<file path="config.mk">
export PLATFORM = sky130hd
export DESIGN_NAME = fir_t_dec
export DESIGN_NICKNAME = d
export VERILOG_FILES = /design/src/rtl/fse_pkg.sv /design/src/rtl/fir_t_sat.sv /design/src/rtl/fir_t_dec.sv
export SDC_FILE = /design/constraint.sdc
export NUM_CORES = 2
export LEC_CHECK = 0
export CORE_MARGIN = 4
export CORE_UTILIZATION = 55
export CTS_BUF_LIST = sky130_fd_sc_hd__clkbuf_16
export DETAILED_ROUTE_END_ITERATION = 10
export HOLD_SLACK_MARGIN = 0.05
export PLACE_DENSITY = 0.72
export SYNTH_ARGS = -nofsm -noshare
export SYNTH_HDL_FRONTEND = slang
export SYNTH_HIERARCHICAL = 1
export SYNTH_SLANG_ARGS = --single-unit
</file>
<file path="constraint.sdc">
create_clock -name clk -period 7.9 [get_ports clk]
set_input_delay 0.79 -clock clk [delete_from_list [all_inputs] [get_ports clk]]
set_output_delay 0.79 -clock clk [all_outputs]
set_load 0.01 [all_outputs]
</file>
<file path="src/rtl/fse_pkg.sv">
// fse_pkg: derived-width helpers shared by fir_t_dec and fir_t_sat.
package fse_pkg;

    // Width of the clip counter
    localparam int CNT_W = 16;

    // Full-precision product width of one sample times one tap
    function automatic int prod_w(input int nbin, input int nbcoeff);
        return nbin + nbcoeff;
    endfunction

    // Guard bits so a sum of ncoeff products can never overflow
    function automatic int guard_w(input int ncoeff);
        return (ncoeff > 1) ? $clog2(ncoeff) : 0;
    endfunction

    // Accumulator width of the sum chain
    function automatic int acc_w(input int nbin, input int nbcoeff, input int ncoeff);
        return prod_w(nbin, nbcoeff) + guard_w(ncoeff);
    endfunction

    // Bits at and above the output sign position of the (sign-extended)
    // quantised value; all must match for the result to fit unclipped
    function automatic int sat_w(input int nbi, input int nbo);
        return nbi + 2 - nbo;
    endfunction

    // Phase select width, at least one bit
    function automatic int phase_w(input int dec);
        return (dec > 1) ? $clog2(dec) : 1;
    endfunction

endpackage

</file>
<file path="src/rtl/fir_t_sat.sv">
// fir_t_sat: quantise a wide fixed-point value to NBO/NBFO and saturate.
// Truncates (floor) by default; FIR_T_DEC_ROUND_EN selects round half-up.
module fir_t_sat
    import fse_pkg::*;
#(
    parameter int NBI  = 19,
    parameter int NBFI = 10,
    parameter int NBO  = 8,
    parameter int NBFO = 5
) (
    input  logic [NBI-1:0] in_i,
    output logic [NBO-1:0] y_o,
    output logic           sat_o
);

    localparam int SH   = NBFI - NBFO;
    localparam int XW   = NBI + 1;
    localparam int TOPW = sat_w(NBI, NBO);

    logic signed [XW-1:0] ext;
    logic signed [XW-1:0] rnd;
    logic signed [XW-1:0] q;
    logic [TOPW-1:0]      top;

    // One extra sign bit so the rounding add can never wrap
    assign ext = $signed({in_i[NBI-1], in_i});

`ifdef FIR_T_DEC_ROUND_EN
    localparam int           HSH  = (SH > 0) ? SH - 1 : 0;
    localparam logic [XW-1:0] HALF = (SH > 0) ? (XW'(1) << HSH) : '0;
    assign rnd = ext + $signed(HALF);
`else
    assign rnd = ext;
`endif

    assign q   = rnd >>> SH;
    assign top = q[XW-1:NBO-1];

    // Clip whenever the bits above the output sign disagree with it
    assign sat_o = !((top == '0) || (top == '1));
    assign y_o   = sat_o ? {q[XW-1], {(NBO-1){~q[XW-1]}}} : q[NBO-1:0];

endmodule

</file>
<file path="src/rtl/fir_t_dec.sv">
// fir_t_dec: transposed-form FIR with decimating output phase select,
// shadowed coefficient loads and a saturating clip counter.
// Three-stage pipeline: input register, sum chain, output register.
// Build option FIR_T_DEC_ROUND_EN: round half-up instead of truncate.
module fir_t_dec
    import fse_pkg::*;
#(
    parameter int NBin     = 8,
    parameter int NBFin    = 5,
    parameter int NBout    = 8,
    parameter int NBFout   = 5,
    parameter int Ncoeff   = 9,
    parameter int NBcoeff  = 7,
    parameter int NBFcoeff = 5,
    parameter int DEC      = 2,
    localparam int PW      = phase_w(DEC)
) (
    input  logic                      clk,
    input  logic                      reset,
    input  logic                      i_valid,
    input  logic [NBin-1:0]           i_x,
    input  logic [Ncoeff*NBcoeff-1:0] i_coeff,
    input  logic                      i_coeff_load,
    input  logic [PW-1:0]             i_phase,
    input  logic                      i_sat_clr,
    output logic                      o_valid,
    output logic [NBout-1:0]          o_y,
    output logic                      o_sat,
    output logic [CNT_W-1:0]          o_sat_cnt
);

    localparam int PRODW = prod_w(NBin, NBcoeff);
    localparam int ACCW  = acc_w(NBin, NBcoeff, Ncoeff);
    localparam int GW    = ACCW - PRODW;
    localparam int TW    = Ncoeff * NBcoeff;

    logic [NBin-1:0]              x_q;
    logic [1:0]                   vld_pipe_q;
    logic [1:0]                   sel_pipe_q;
    logic [TW-1:0]                taps_q, taps_d, shadow_q;
    logic                         pending_q;
    logic [PW-1:0]                phase_q, phase_d;
    logic                         hit;
    logic [Ncoeff-1:0][PRODW-1:0] prod;
    logic [Ncoeff-1:0][ACCW-1:0]  pext, sum_q, sum_d;
    logic [NBout-1:0]             y_sat, o_y_q;
    logic                         clip, fire, o_valid_q, o_sat_q;
    logic [CNT_W-1:0]             cnt_q;

    // A load coincident with a sample wins over the shadow bank
    assign taps_d  = i_coeff_load ? i_coeff : (pending_q ? shadow_q : taps_q);
    assign phase_d = (phase_q == PW'(DEC - 1)) ? '0 : phase_q + PW'(1);
    assign hit     = (DEC == 1) || (phase_q == i_phase);
    assign fire    = vld_pipe_q[1] & sel_pipe_q[1];

    for (genvar k = 0; k < Ncoeff; k++) begin : g_tap
        logic [NBcoeff-1:0] w;
        assign w       = taps_q[NBcoeff*(k+1)-1 -: NBcoeff];
        // Both operands sign-extended to the product width
        assign prod[k] = {{NBcoeff{x_q[NBin-1]}}, x_q} * {{NBin{w[NBcoeff-1]}}, w};
        if (GW > 0) begin : g_ext
            assign pext[k] = {{GW{prod[k][PRODW-1]}}, prod[k]};
        end else begin : g_noext
            assign pext[k] = prod[k];
        end
        if (k < Ncoeff - 1) begin : g_mid
            assign sum_d[k] = pext[k] + sum_q[k+1];
        end else begin : g_last
            assign sum_d[k] = pext[k];
        end
    end

    fir_t_sat #(
        .NBI  (ACCW),
        .NBFI (NBFin + NBFcoeff),
        .NBO  (NBout),
        .NBFO (NBFout)
    ) u_sat (
        .in_i  (sum_q[0]),
        .y_o   (y_sat),
        .sat_o (clip)
    );

    // Valid and phase-match shift register tracking stages 1 and 2
    always_ff @(posedge clk or negedge reset) begin
        if (!reset) begin
            vld_pipe_q <= '0;
            sel_pipe_q <= '0;
        end else begin
            vld_pipe_q <= {vld_pipe_q[0], i_valid};
            sel_pipe_q <= {sel_pipe_q[0], hit};
        end
    end

    // Stage 1: capture accepted sample, commit taps, advance phase
    always_ff @(posedge clk or negedge reset) begin
        if (!reset) begin
            x_q       <= '0;
            taps_q    <= '0;
            shadow_q  <= '0;
            pending_q <= 1'b0;
            phase_q   <= '0;
        end else begin
            if (i_coeff_load) shadow_q <= i_coeff;
            if (i_valid) begin
                x_q       <= i_x;
                taps_q    <= taps_d;
                pending_q <= 1'b0;
                phase_q   <= phase_d;
            end else if (i_coeff_load) begin
                pending_q <= 1'b1;
            end
        end
    end

    // Stage 2: advance the transposed sum chain on each stage-1 sample
    always_ff @(posedge clk or negedge reset) begin
        if (!reset) begin
            sum_q <= '0;
        end else if (vld_pipe_q[0]) begin
            sum_q <= sum_d;
        end
    end

    // Stage 3: register selected outputs and count clipped ones
    always_ff @(posedge clk or negedge reset) begin
        if (!reset) begin
            o_valid_q <= 1'b0;
            o_y_q     <= '0;
            o_sat_q   <= 1'b0;
            cnt_q     <= '0;
        end else begin
            o_valid_q <= fire;
            if (fire) begin
                o_y_q   <= y_sat;
                o_sat_q <= clip;
            end
            if (i_sat_clr)                          cnt_q <= '0;
            else if (fire && clip && cnt_q != '1)   cnt_q <= cnt_q + CNT_W'(1);
        end
    end

    assign o_valid   = o_valid_q;
    assign o_y       = o_y_q;
    assign o_sat     = o_sat_q;
    assign o_sat_cnt = cnt_q;

endmodule

</file>
Word level (Yosys, flattened, before mapping)
Index checks and enable logic that the tools add are counted.
{"block": "word_totals", "in_bits": 77, "out_inout_bits": 26, "register_bits": 333, "elab_cells": 61}
{"block": "op_classes", "n_reduce_logical": 9, "n_mul": 9, "eq_ne": 3, "n_bitwise": 2, "mux": 8, "addsub": 10}
{"op": "$mul A8 B7 Y15", "count": 9}
{"op": "$add A19 B19 Y19", "count": 7}
{"op": "$mux W63", "count": 2}
{"op": "$mux W16", "count": 2}
{"op": "$add A15 B15 Y16", "count": 1}
{"op": "$add A16 B1 Y16 const B", "count": 1}
{"op": "$ne A16 B16 Y1 const B", "count": 1}
{"op": "$eq A13 B13 Y1 const B", "count": 1}
{"op": "$logic_not A13 Y1", "count": 1}
{"op": "$mux W8", "count": 1}
{"op": "$reduce_bool A2 Y1", "count": 3}
{"op": "$mux W1", "count": 3}
{"op": "$logic_and A1 B1 Y1", "count": 2}
{"op": "$reduce_and A2 Y1", "count": 1}
{"op": "$add A1 B1 Y1 const B", "count": 1}
{"op": "$and A1 B1 Y1", "count": 1}
{"op": "$eq A1 B1 Y1", "count": 1}
{"op": "$logic_not A1 Y1", "count": 1}
{"op": "$logic_or A1 B1 Y1", "count": 1}
{"op": "$not A1 Y1", "count": 1}

Depth between registers and ports, before layout
{"block": "logic_depth", "depth_word": 7, "mapped_depth": 28, "mapped_depth_nobuf": 26}

Cells and area by module
Netlist, hierarchy kept.
{"mod": "fir_t_dec", "seq_area_each_um2": 8257.9, "cells_per_inst": 3975, "area_per_inst_um2": 38390.6, "n_inst": 1}
{"mod": "fir_t_sat", "seq_area_each_um2": 0.0, "cells_per_inst": 25, "area_per_inst_um2": 191.4, "n_inst": 1}

Worst setup path after synthesis
OpenSTA, ideal clock, no wires.
{"block": "synth_timing", "path_type": "reg-to-reg", "from": "reg x_q[4]", "to": "reg sum_q[56] in the netlist's numbering", "path_stages_with_launch": 28, "path_buffers": 2, "setup_slack_ns": 1.839, "arrival_time_ns": 5.937, "synth_period_minus_slack_ns": 6.061, "setup_time_ns": 0.125, "required_ns": 7.775, "path_cell_list": "dfrtp_1 > clkbuf_1 > clkbuf_1 > nand2_1 > fa_1 > inv_1 > ha_1 > inv_1 > fa_1 > fa_1 > inv_1 > ha_1 > nor2b_1 > o21ai_0 > a21boi_0 > o21ai_0 > a21oi_1 > o21a_1 > o21a_1 > nor2_1 > ha_1 > a21o_1 > a221o_1 > a31oi_1 > o211ai_1 > a21oi_1 > xnor3_1 > mux2_2"}
{"block": "synth_via", "elab_chain_len": 2}
{"item": "start: declaration", "line": "fir_t_dec.sv:37", "rtl": "logic [NBin-1:0] x_q;"}
{"item": "start signal: assignment", "line": "fir_t_dec.sv:106", "rtl": "x_q <= i_x;"}
{"item": "$mul A8 B7 Y15", "line": "fir_t_dec.sv:60", "rtl": "assign prod[k] = {{NBcoeff{x_q[NBin-1]}}, x_q} * {{NBin{w[NBcoeff-1]}}, w};"}
{"item": "$add A19 B19 Y19", "line": "fir_t_dec.sv:67", "rtl": "assign sum_d[k] = pext[k] + sum_q[k+1];"}
{"item": "end signal: assignment", "line": "fir_t_dec.sv:121", "rtl": "sum_q <= sum_d;"}
{"item": "end: declaration", "line": "fir_t_dec.sv:45", "rtl": "logic [Ncoeff-1:0][ACCW-1:0] pext, sum_q, sum_d;"}
No other way between the ends.
A chain may end at the register's enable or synchronous reset.

Worst setup path in the final report
{"block": "layout_timing", "from": "reg x_q[3]", "to": "reg sum_q[55] in the netlist's numbering"}
The elaborated chain is that of the path after synthesis.

==> reports/qor.csv <==
metric,value,unit
total track usage,0.231,
Final Util,0.606,
row count,96,
antenna violations before repair,1,
pin count of the biggest net entering global routing,127,
routability-driven placement congestion ratio,0.869,
CP Class,reg2reg,
Final nets,4961,
Syn. warnings,6,
CP endpoint kind,flip-flop,
Worst Clk Skew,0.0187,ns
Max Cap Violations,0,
DRC,0,
# clock sinks,325,
dpl cell area,0.0403,sq mm
hold buffers post-CTS,0,
vias in the first global route,27971,
via count,26881,
Syn Inst Count,3985,
Post-CTS Resized,0,
root buf cell,clkbuf_16,
post-route setup TNS,0,ns
Placeable Area,0.0688,sq mm
fraction of layout cells with a size suffix above 1,0.0926,
Initial Util,0.558,
clk slew on worst S/H paths,0.06,ns
TritonCTS Buffers,44,
CP arrival,7.29,ns
worst hold-check path type,in2async,
Synthesized Nets,4898,
Buffers on Ports,102,
Area Overhead vs Synth,8.73,%
GRT Residual Overflow,0,
max_slew headroom,0.292,
fin crit share,0.870,
IO Count,103,
critical-path maximum fanout,44,
Die Footprint,0.0741,sq mm
clock buffer depth,3,
Critical Path RT,8.31,ns
HPWL Detailed,64500,um
unrepaired setup endpoints after global routing,false,
1st-iter DRT viols,1350,
Final Hold Fails,0,
Final Cell Area,0.0417,sq mm
H-tree levels,2,
Mapped Area,0.0384,sq mm
vias per inst,5.36,
crit path launch type,flip-flop,
min cycle time layout,6.88,ns
Final ANT Viol Nets,0,
CTS tree,yes,
Fmax,145,MHz
Clock Latency Late Sink,0.59,ns
DIE WIDTH,272,um
DR pass1 iterations,5,
global-route wire length before repair,141000,um
ant diodes,0,
mean post-synth cell area,9.63,sq um
setup repair bufs after CTS,0,
"Slew Viols, Final",0,
final setup violation count,0,
fillers,5806,
Worst-Margin Slew,1.06,ns
Routed WL,82600,um
routed len/inst,16.5,um
die height,272,um
status,finished clean,
routing by layer:
metal / wire length, um / global-route usage / vias up
li1: - / - / 12975
met1: 37700 / 0.319 / 13332
met2: 38800 / 0.385 / 469
met3: 3900 / 0.0352 / 103
met4: 2100 / 0.0568 / 2
met5: 11 / 0 / -
critical path: stages (launching register included):
cell and delay [ns]:
dfrtp_2 0.94, nand2_1 0.18, fa_1 0.55, inv_1 0.05, ha_1 0.28, inv_1 0.05, fa_1 0.45, fa_1 0.49
inv_1 0.04, ha_1 0.32, nor2b_1 0.14, o21ai_0 0.24, a21boi_0 0.16, o21ai_0 0.23, a21oi_1 0.12, o21a_1 0.21
o21a_1 0.19, nor2_1 0.21, ha_1 0.32, and3_1 0.24, a221o_1 0.32, and3_1 0.23, a2111oi_4 0.38, a21oi_1 0.13
xnor2_1 0.15, a21oi_1 0.08
cell type report:
class | instances | area, sq um | share of cell area
multi-input combinational | 2820 | 27100 | 0.649
clock inverter | 36 | 273 | 0.00654
clock buffer | 44 | 1100 | 0.0264
tap | 931 | 1160 | 0.0279
timing repair buffer | 127 | 1220 | 0.0293
inverter | 730 | 2740 | 0.0657
sequential | 325 | 8150 | 0.195
sequential cells by signal, summed over array words and instances (netlist names):
register	count
o_sat	1
o_sat_cnt	16
o_valid	1
o_y	8
pending_q	1
phase_q	1
sel_pipe_q	2
shadow_q	63
sum_q	159
taps_q	63
vld_pipe_q	2
x_q	8
final timing paths:
kind	start	endpoint	slack (ns)	cells after the start
worst min register to register	sel_pipe_q[0]$_DFF_PN0_	sel_pipe_q[1]$_DFF_PN0_	0.36	0
worst max-delay path	x_q[3]$_DFFE_PN0P_	sum_q[55]$_DFFE_PN0P_	1.02	25
worst min-delay path	reset	shadow_q[24]$_DFFE_PN0P_	0.14	1
max in group asynchronous	reset	vld_pipe_q[0]$_DFF_PN0_	6.32	2
min in group clk	sel_pipe_q[0]$_DFF_PN0_	sel_pipe_q[1]$_DFF_PN0_	0.36	0
worst max register to register	x_q[3]$_DFFE_PN0P_	sum_q[55]$_DFFE_PN0P_	1.02	25
placed cells by master, fill, tap and decap left out, types with 6 or more instances in the layout:
master,instances
buf_4,25
a21o_1,46
o31ai_1,13
nor3_1,59
a211oi_1,36
o21ai_1,16
o21ai_0,68
nand2_1,222
o2111ai_1,19
a21boi_1,6
a31oi_1,11
mux2_2,244
o21bai_1,32
xnor2_1,179
and3_1,16
a211o_1,7
o21a_1,39
nand2b_1,38
nand3b_1,7
clkinv_1,14
nor2_1,223
inv_1,732
fa_1,420
a2bb2oi_1,7
nor2b_1,23
clkdlybuf4s50_1,100
a21oi_1,124
ha_1,416
xor2_1,40
nand4_1,17
o211ai_1,16
clkbuf_16,44
a21boi_0,9
o41ai_2,7
dfrtp_2,8
nand3_1,47
or3_1,26
dfrtp_1,316
and2_1,310
stage by stage:
step | setup WS, ns | instances | hold slack, ns
floorplan | 1.84 | 3985 | 0.331
CTS | 1.06 | 5013 | 0.164
global route | 0.628 | 5013 | 0.166
detailed placement | 1.10 | 4933 | 0.349
finish | 1.02 | 5013 | 0.139
global placement | 1.35 | 4933 | 0.332
Power is left out: the tool's default activity adds up to more than one toggle a clock period on the data nets, which glitch-free logic cannot reach.
